### src/rtl/one_bit_full_sub_if.sv
// Signal bundle for the one-bit full subtractor: combinational cell inputs and outputs
// plus the bit-serial word path.
interface one_bit_full_sub_if;
    logic A;
    logic B;
    logic BorrowIn;
    logic in_valid;
    logic sow;
    logic Diff;
    logic BorrowOut;
    logic ser_diff;
    logic ser_valid;
    logic eow;
    logic word_borrow;

    modport master (
        output A, B, BorrowIn, in_valid, sow,
        input  Diff, BorrowOut, ser_diff, ser_valid, eow, word_borrow
    );

    modport slave (
        input  A, B, BorrowIn, in_valid, sow,
        output Diff, BorrowOut, ser_diff, ser_valid, eow, word_borrow
    );
endinterface

### src/rtl/one_bit_full_sub.sv
// One-bit full subtractor (A - B - BorrowIn) with a zero-latency combinational cell
// and a registered bit-serial path that chains the borrow LSB-first across WORD_LEN bits.
module one_bit_full_sub #(
    parameter int unsigned WORD_LEN = 8
) (
    input  logic             clk,
    input  logic             rst,
    one_bit_full_sub_if.slave bus
);

    localparam int unsigned CNT_W = $clog2(WORD_LEN) + 1;

    // Returns {borrow, diff} for a - b - bin.
    function automatic logic [1:0] full_sub(input logic a, input logic b, input logic bin);
        logic d;
        logic bo;
        d  = a ^ b ^ bin;
        bo = (~a & b) | (~a & bin) | (b & bin);
        return {bo, d};
    endfunction

    logic [1:0] cell_c;

    assign cell_c        = full_sub(bus.A, bus.B, bus.BorrowIn);
    assign bus.Diff      = cell_c[0];
    assign bus.BorrowOut = cell_c[1];

    logic             ser_diff_q,    ser_diff_d;
    logic             ser_valid_q,   ser_valid_d;
    logic             eow_q,         eow_d;
    logic             word_borrow_q, word_borrow_d;
    logic             borrow_q,      borrow_d;
    logic [CNT_W-1:0] bit_cnt_q,     bit_cnt_d;

    logic             eb_c;
    logic [1:0]       ser_c;
    logic [CNT_W-1:0] cnt_next_c;

    // Next-state for the serial path; a sow bit restarts the word from BorrowIn.
    always_comb begin
        ser_diff_d    = ser_diff_q;
        ser_valid_d   = 1'b0;
        eow_d         = 1'b0;
        word_borrow_d = word_borrow_q;
        borrow_d      = borrow_q;
        bit_cnt_d     = bit_cnt_q;

        eb_c       = bus.sow ? bus.BorrowIn : borrow_q;
        ser_c      = full_sub(bus.A, bus.B, eb_c);
        cnt_next_c = bus.sow ? CNT_W'(1) : CNT_W'(bit_cnt_q + CNT_W'(1));

        if (bus.in_valid) begin
            ser_diff_d  = ser_c[0];
            ser_valid_d = 1'b1;
            borrow_d    = ser_c[1];
            bit_cnt_d   = cnt_next_c;
            if (cnt_next_c == CNT_W'(WORD_LEN)) begin
                eow_d         = 1'b1;
                word_borrow_d = ser_c[1];
                bit_cnt_d     = '0;
            end
        end
    end

    always_ff @(posedge clk or posedge rst) begin
        if (rst) begin
            ser_diff_q    <= 1'b0;
            ser_valid_q   <= 1'b0;
            eow_q         <= 1'b0;
            word_borrow_q <= 1'b0;
            borrow_q      <= 1'b0;
            bit_cnt_q     <= '0;
        end else begin
            ser_diff_q    <= ser_diff_d;
            ser_valid_q   <= ser_valid_d;
            eow_q         <= eow_d;
            word_borrow_q <= word_borrow_d;
            borrow_q      <= borrow_d;
            bit_cnt_q     <= bit_cnt_d;
        end
    end

    assign bus.ser_diff    = ser_diff_q;
    assign bus.ser_valid   = ser_valid_q;
    assign bus.eow         = eow_q;
    assign bus.word_borrow = word_borrow_q;

endmodule

### src/flat_wrapper.sv
// flat-port wrapper written by rule: the top's interface ports become plain ports
module one_bit_full_sub_flat 
#(
    parameter int unsigned WORD_LEN = 8
)
  (clk, rst, bus_A, bus_B, bus_BorrowIn, bus_in_valid, bus_sow, bus_Diff, bus_BorrowOut, bus_ser_diff, bus_ser_valid, bus_eow, bus_word_borrow);
  one_bit_full_sub_if bus_i ();
  input  logic clk;
  input  logic rst;
  input wire logic [$bits(bus_i.A)-1:0] bus_A;
  input wire logic [$bits(bus_i.B)-1:0] bus_B;
  input wire logic [$bits(bus_i.BorrowIn)-1:0] bus_BorrowIn;
  input wire logic [$bits(bus_i.in_valid)-1:0] bus_in_valid;
  input wire logic [$bits(bus_i.sow)-1:0] bus_sow;
  output wire logic [$bits(bus_i.Diff)-1:0] bus_Diff;
  output wire logic [$bits(bus_i.BorrowOut)-1:0] bus_BorrowOut;
  output wire logic [$bits(bus_i.ser_diff)-1:0] bus_ser_diff;
  output wire logic [$bits(bus_i.ser_valid)-1:0] bus_ser_valid;
  output wire logic [$bits(bus_i.eow)-1:0] bus_eow;
  output wire logic [$bits(bus_i.word_borrow)-1:0] bus_word_borrow;
  assign bus_i.A = bus_A;
  assign bus_i.B = bus_B;
  assign bus_i.BorrowIn = bus_BorrowIn;
  assign bus_i.in_valid = bus_in_valid;
  assign bus_i.sow = bus_sow;
  assign bus_Diff = bus_i.Diff;
  assign bus_BorrowOut = bus_i.BorrowOut;
  assign bus_ser_diff = bus_i.ser_diff;
  assign bus_ser_valid = bus_i.ser_valid;
  assign bus_eow = bus_i.eow;
  assign bus_word_borrow = bus_i.word_borrow;
  one_bit_full_sub #(.WORD_LEN(WORD_LEN)) u_core (.clk(clk), .rst(rst), .bus(bus_i));
endmodule
### config.mk
export PLATFORM = sky130hd
export DESIGN_NAME = one_bit_full_sub_flat
export DESIGN_NICKNAME = d
export VERILOG_FILES = /design/src/rtl/one_bit_full_sub_if.sv /design/src/rtl/one_bit_full_sub.sv /design/src/flat_wrapper.sv
export SDC_FILE = /design/constraint.sdc
export NUM_CORES = 1
export LEC_CHECK = 0
export CORE_MARGIN = 1.5
export CORE_UTILIZATION = 32
export DETAILED_ROUTE_END_ITERATION = 12
export DONT_BUFFER_PORTS = 1
export PLACE_DENSITY_LB_ADDON = 0.25
export REMOVE_ABC_BUFFERS = 1
export SETUP_SLACK_MARGIN = 0.02
export SLEW_MARGIN = 20
export SYNTH_ARGS = -nofsm -noshare
export SYNTH_HDL_FRONTEND = slang
export SYNTH_SLANG_ARGS = --single-unit
### constraint.sdc
create_clock -name clk -period 3.74 [get_ports clk]
set_input_delay 0.748 -clock clk [delete_from_list [all_inputs] [get_ports clk]]
set_output_delay 0.748 -clock clk [all_outputs]
set_load 0.05 [all_outputs]
Word level (Yosys, flattened, before mapping)

Index checks and enable logic that the tools add are counted.
W data, S select, Z words.

$add $sub $neg: 1
Equal/unequal tests: 1
Multiplexer cells: 6
Bitwise logic cells: 13
Reductions and logical operators: 1

Operators by type and width:

| operator              | number |
|---|---|
| $mux W4               | 2 |
| $and A1 B1 Y1         | 5 |
| $add A4 B1 Y4 const B | 1 |
| $eq A4 B4 Y1 const B  | 1 |
| $mux W1               | 4 |
| $or A1 B1 Y1          | 4 |
| $xor A1 B1 Y1         | 3 |
| $reduce_and A2 Y1     | 1 |
| $not A1 Y1            | 1 |

Flip-flop bits (word level): 9
Input port bits: 7
Output and inout port bits: 6
Word-level logic and storage cells: 28

Longest topological paths before layout

Word-level depth: 5
Depth in mapped cells: 5

Worst setup path before layout

OpenSTA, ideal clock, no wires.

Path type: input-to-output
Start point: in bus_A
End point: out bus_Diff
Data arrival time: 1.559 ns
Required time: 2.992 ns
Setup slack: 1.433 ns
Cell stages on the path: 3
Buffers on the path: 0
Path through: inv_1 -> fa_1 -> inv_1

Longest elaborated chain between the ends: 2

RTL lines:

| element                     | line                   | source |
|---|---|---|
| from (decl)                 | flat_wrapper.sv:10     | `input wire logic [$bits(bus_i.A)-1:0] bus_A;` |
| $xor A1 B1 Y1 (2 in series) | one_bit_full_sub.sv:17 | `d = a ^ b ^ bin;` |
| to (decl)                   | flat_wrapper.sv:15     | `output wire logic [$bits(bus_i.Diff)-1:0] bus_Diff;` |

Every way passes these cells.

Worst setup path after layout

Same ends and word-level chain as after synthesis.

==> impl_results.rst <==
.. list-table::
   :header-rows: 1

   * - Metric
     - Value
   * - Critical path required time
     - 2990 ps
   * - Dominant register cell in the synthesized netlist
     - dfrtp_1
   * - Cell family with most CP delay
     - buffers and inverters
   * - Buffer cell driving the clock tree root
     - clkbuf_4
   * - WP data arrival
     - around 1600 ps
   * - Relative slew slack
     - 0.668
   * - Post-route non-filler standard cell count
     - 57
   * - Buffers inserted by post-CTS timing repair
     - 0
   * - Number of antenna violations at the first check in global routing
     - 0
   * - Number of unique standard cell types used by synthesis
     - 22
   * - Vias
     - 269
   * - Unrepaired setup endpoints after global routing
     - false
   * - Slowest CP cell
     - fa_1
   * - RePlAce Congestion
     - about 0.65
   * - Routed length per placed instance
     - around 13 µm
   * - Sequential share of the synthesized area
     - 0.488
   * - Most common library cell in the layout ignoring fill and taps
     - dfrtp_1
   * - Final clock period utilization by the worst path
     - 0.620
   * - Final Power
     - 0.284 mW
   * - Clock Path Buffers
     - 2
   * - Avg Inst Size Synth
     - 11.8 µm²
   * - Longest individual stage delay on the worst path
     - 410 ps
   * - Layout cell share with drive strength beyond 1
     - 0.190
   * - Count of flip-flops with a built-in enable after synthesis
     - 0
   * - Antenna diode count
     - 0
   * - Cell types occupying the most area after synthesis
     - dfrtp_1 49%, fa_1 8.7%, inv_1 5.7%
   * - Post-route DRC
     - 0
   * - Vias in the first global route
     - 299
   * - Area of the mapped netlist
     - 462 µm²
   * - Largest net degree at the start of global routing
     - 13
   * - Leakage power of the design
     - 0.229 nW
   * - Clock tree skew after final layout
     - around 0.74 ps
   * - Remaining antenna violation count
     - 0
   * - Count of cells resized by post-cts repair
     - 0
   * - GRT overflow
     - 0
   * - Largest driver fanout on the critical path
     - 2
   * - Kind of start point of the critical path
     - primary input
   * - Crit Path Category
     - in -> out
   * - Setup-violating endpoint count in the final report
     - 0
   * - Worst reg2reg path depth
     - 5
   * - Final max-slew violation count
     - 0
   * - Actual transition at the worst max-transition pin
     - roughly 500 ps
   * - Placeable core region
     - roughly 1300 µm²
   * - Top achievable clock speed
     - between 0.4 and 0.5 GHz
   * - Post-synthesis async set-or-reset flop share
     - 1.00
   * - Commonest cells after routing, fill and taps aside
     - 9 x dfrtp_1, 7 x inv_1, 3 x clkbuf_4
   * - Stages on worst setup path
     - 3
   * - Count of hold buffers inserted by post-cts repair
     - 0
   * - Floorplan die area
     - 1680 µm²
   * - TritonCTS clock tree
     - done
   * - Width of the chip
     - 41.0 µm
   * - Starting DRC count in detailed routing
     - 3
   * - Gate count after technology mapping
     - 39
   * - Post-detailed-routing wire length
     - 730 µm
   * - Worst hold path type
     - in -> async
   * - Global-route wire length before repair
     - 1.33 mm
   * - Final HPWL from detailed placement
     - 588 µm
   * - Final design area excluding fillers
     - 502 µm²
   * - Sum of negative setup slack
     - 0 ps
   * - List of cells traversed by the critical path
     - inv_1 > fa_1 > inv_1
   * - Status
     - finished clean
   * - Max_cap viols
     - 0
   * - Power density over the cells
     - 566 nW/µm²
   * - Clock-pin transition on the worst setup and hold timing paths
     - roughly 60 ps
   * - Flip-flop and latch count after synthesis
     - 9
   * - Seq. cell area
     - 225 µm²
   * - CP most frequent cell
     - inv_1
   * - CP endpoint kind
     - primary output
   * - Relative area change from synthesis to final layout
     - 8.67%
   * - Count of fill cells added during filler insertion
     - 125
   * - Cts bufs inserted
     - 3
   * - Tmin final
     - about 2300 ps
   * - Number of nets in the layout
     - 53
   * - Detail-routed via count per cell
     - 4.72
   * - Vertical extent of the die
     - slightly above 40 µm
   * - Number of iterations in the first detailed-routing pass
     - 2
   * - Total Routing Usage GR
     - 0.134
   * - Most area-hungry cell type in the Yosys netlist
     - dfrtp_1
   * - Clock insertion delay at the later pin of the skew report
     - 260 ps
   * - Row cnt
     - 13
   * - Cell count after placement
     - 53
   * - Buffers & Inverters on Critical Path
     - 2
   * - Post-placement cell area
     - 475 µm²
   * - Number of clock sinks
     - 9
   * - Critical path launch point
     - bus_A
   * - Number of ports placed on the die boundary
     - 13
   * - Count of input and output buffers
     - 0
   * - Final hold violations
     - 0
   * - Area fraction of the dominant cell type after synthesis
     - 0.488
   * - Area taken by multi-input logic gates
     - 205 µm²
   * - Min Hold Slack
     - ~330 ps
   * - FF-to-FF Start
     - u_core.bit_cnt_q[0]$_DFFE_PP0P_
   * - Initial Utilization
     - 0.350
   * - H-tree levels
     - 1
   * - Warning count from the yosys run
     - 0
   * - Worst VDD drop
     - about 220 µV
-- where the power goes --
part           switching (mW)  internal [mW]  leakage (nW)
Combinational          0.0323         0.0273         0.101
Sequential             0.0391          0.113         0.113
Clock                  0.0309         0.0409        0.0150
Total                   0.102          0.182         0.229
-- layout make-up --
| cell class | count | share of cell area |
|---|---|---|
| inverter | 7 | 0.0524 |
| tap | 15 | 0.0374 |
| multi-input combinational | 22 | 0.409 |
| sequential | 9 | 0.449 |
| clock buffer | 4 | 0.0524 |
-- routing by layer --
layer  vias up  GRT usage  share of wire  wire [µm]
met4         0     0.0750              0          0
met5         -          0              0          0
met3         0     0.0870          0.060         44
li1        135          -              -          -
met2         7      0.207           0.51        375
met1       127      0.135           0.42        310
-- cell usage after synthesis, drive strengths merged (2+ instances only) --
| library cell | number |
|---|---|
| dfrtp | 9 |
| fa | 2 |
| inv | 7 |
| mux2 | 3 |
| nand3 | 2 |
-- kinds of logic (layout without fill, tap and decap cells) --
| logic type | Yosys count | after routing | synth area share |
|---|---|---|---|
| flops | 9 | 9 | 0.488 |
| simple gates | 8 | 8 | 0.119 |
| buf+inv | 8 | 11 | 0.0678 |
| compound gates | 5 | 5 | 0.0705 |
| mux | 4 | 4 | 0.103 |
| fa+ha+maj | 3 | 3 | 0.114 |
| xor+xnor | 2 | 2 | 0.0379 |
-- worst paths after layout --
path | endpoint | slack, ps
worst max-delay path | bus_Diff | 1420
max in group asynchronous | u_core.bit_cnt_q[3]$_DFFE_PP0P_ | 3160
min in group clk | u_core.borrow_q$_DFFE_PP0P_ | 510
worst min register to register | u_core.borrow_q$_DFFE_PP0P_ | 510
worst min-delay path | u_core.bus.ser_valid$_DFF_PP0_ | 330
worst max register to register | u_core.bus.word_borrow$_DFFE_PP0P_ | 2070
-- metrics by stage --
step                       util  worst slack (ps)
after floorplan               -              1430
after global placement    0.361              1420
after detailed placement  0.361              1410
after CTS                 0.381              1410
after global routing      0.381              1390
final                     0.381              1420
-- sequential cells by signal (all words and copies together) (netlist names) --
signal and count:
u_core.bus.eow 1, u_core.bit_cnt_q 4, u_core.bus.word_borrow 1, u_core.borrow_q 1, u_core.bus.ser_valid 1, u_core.bus.ser_diff 1
No activity file was read; power rests on OpenSTA's default activity.
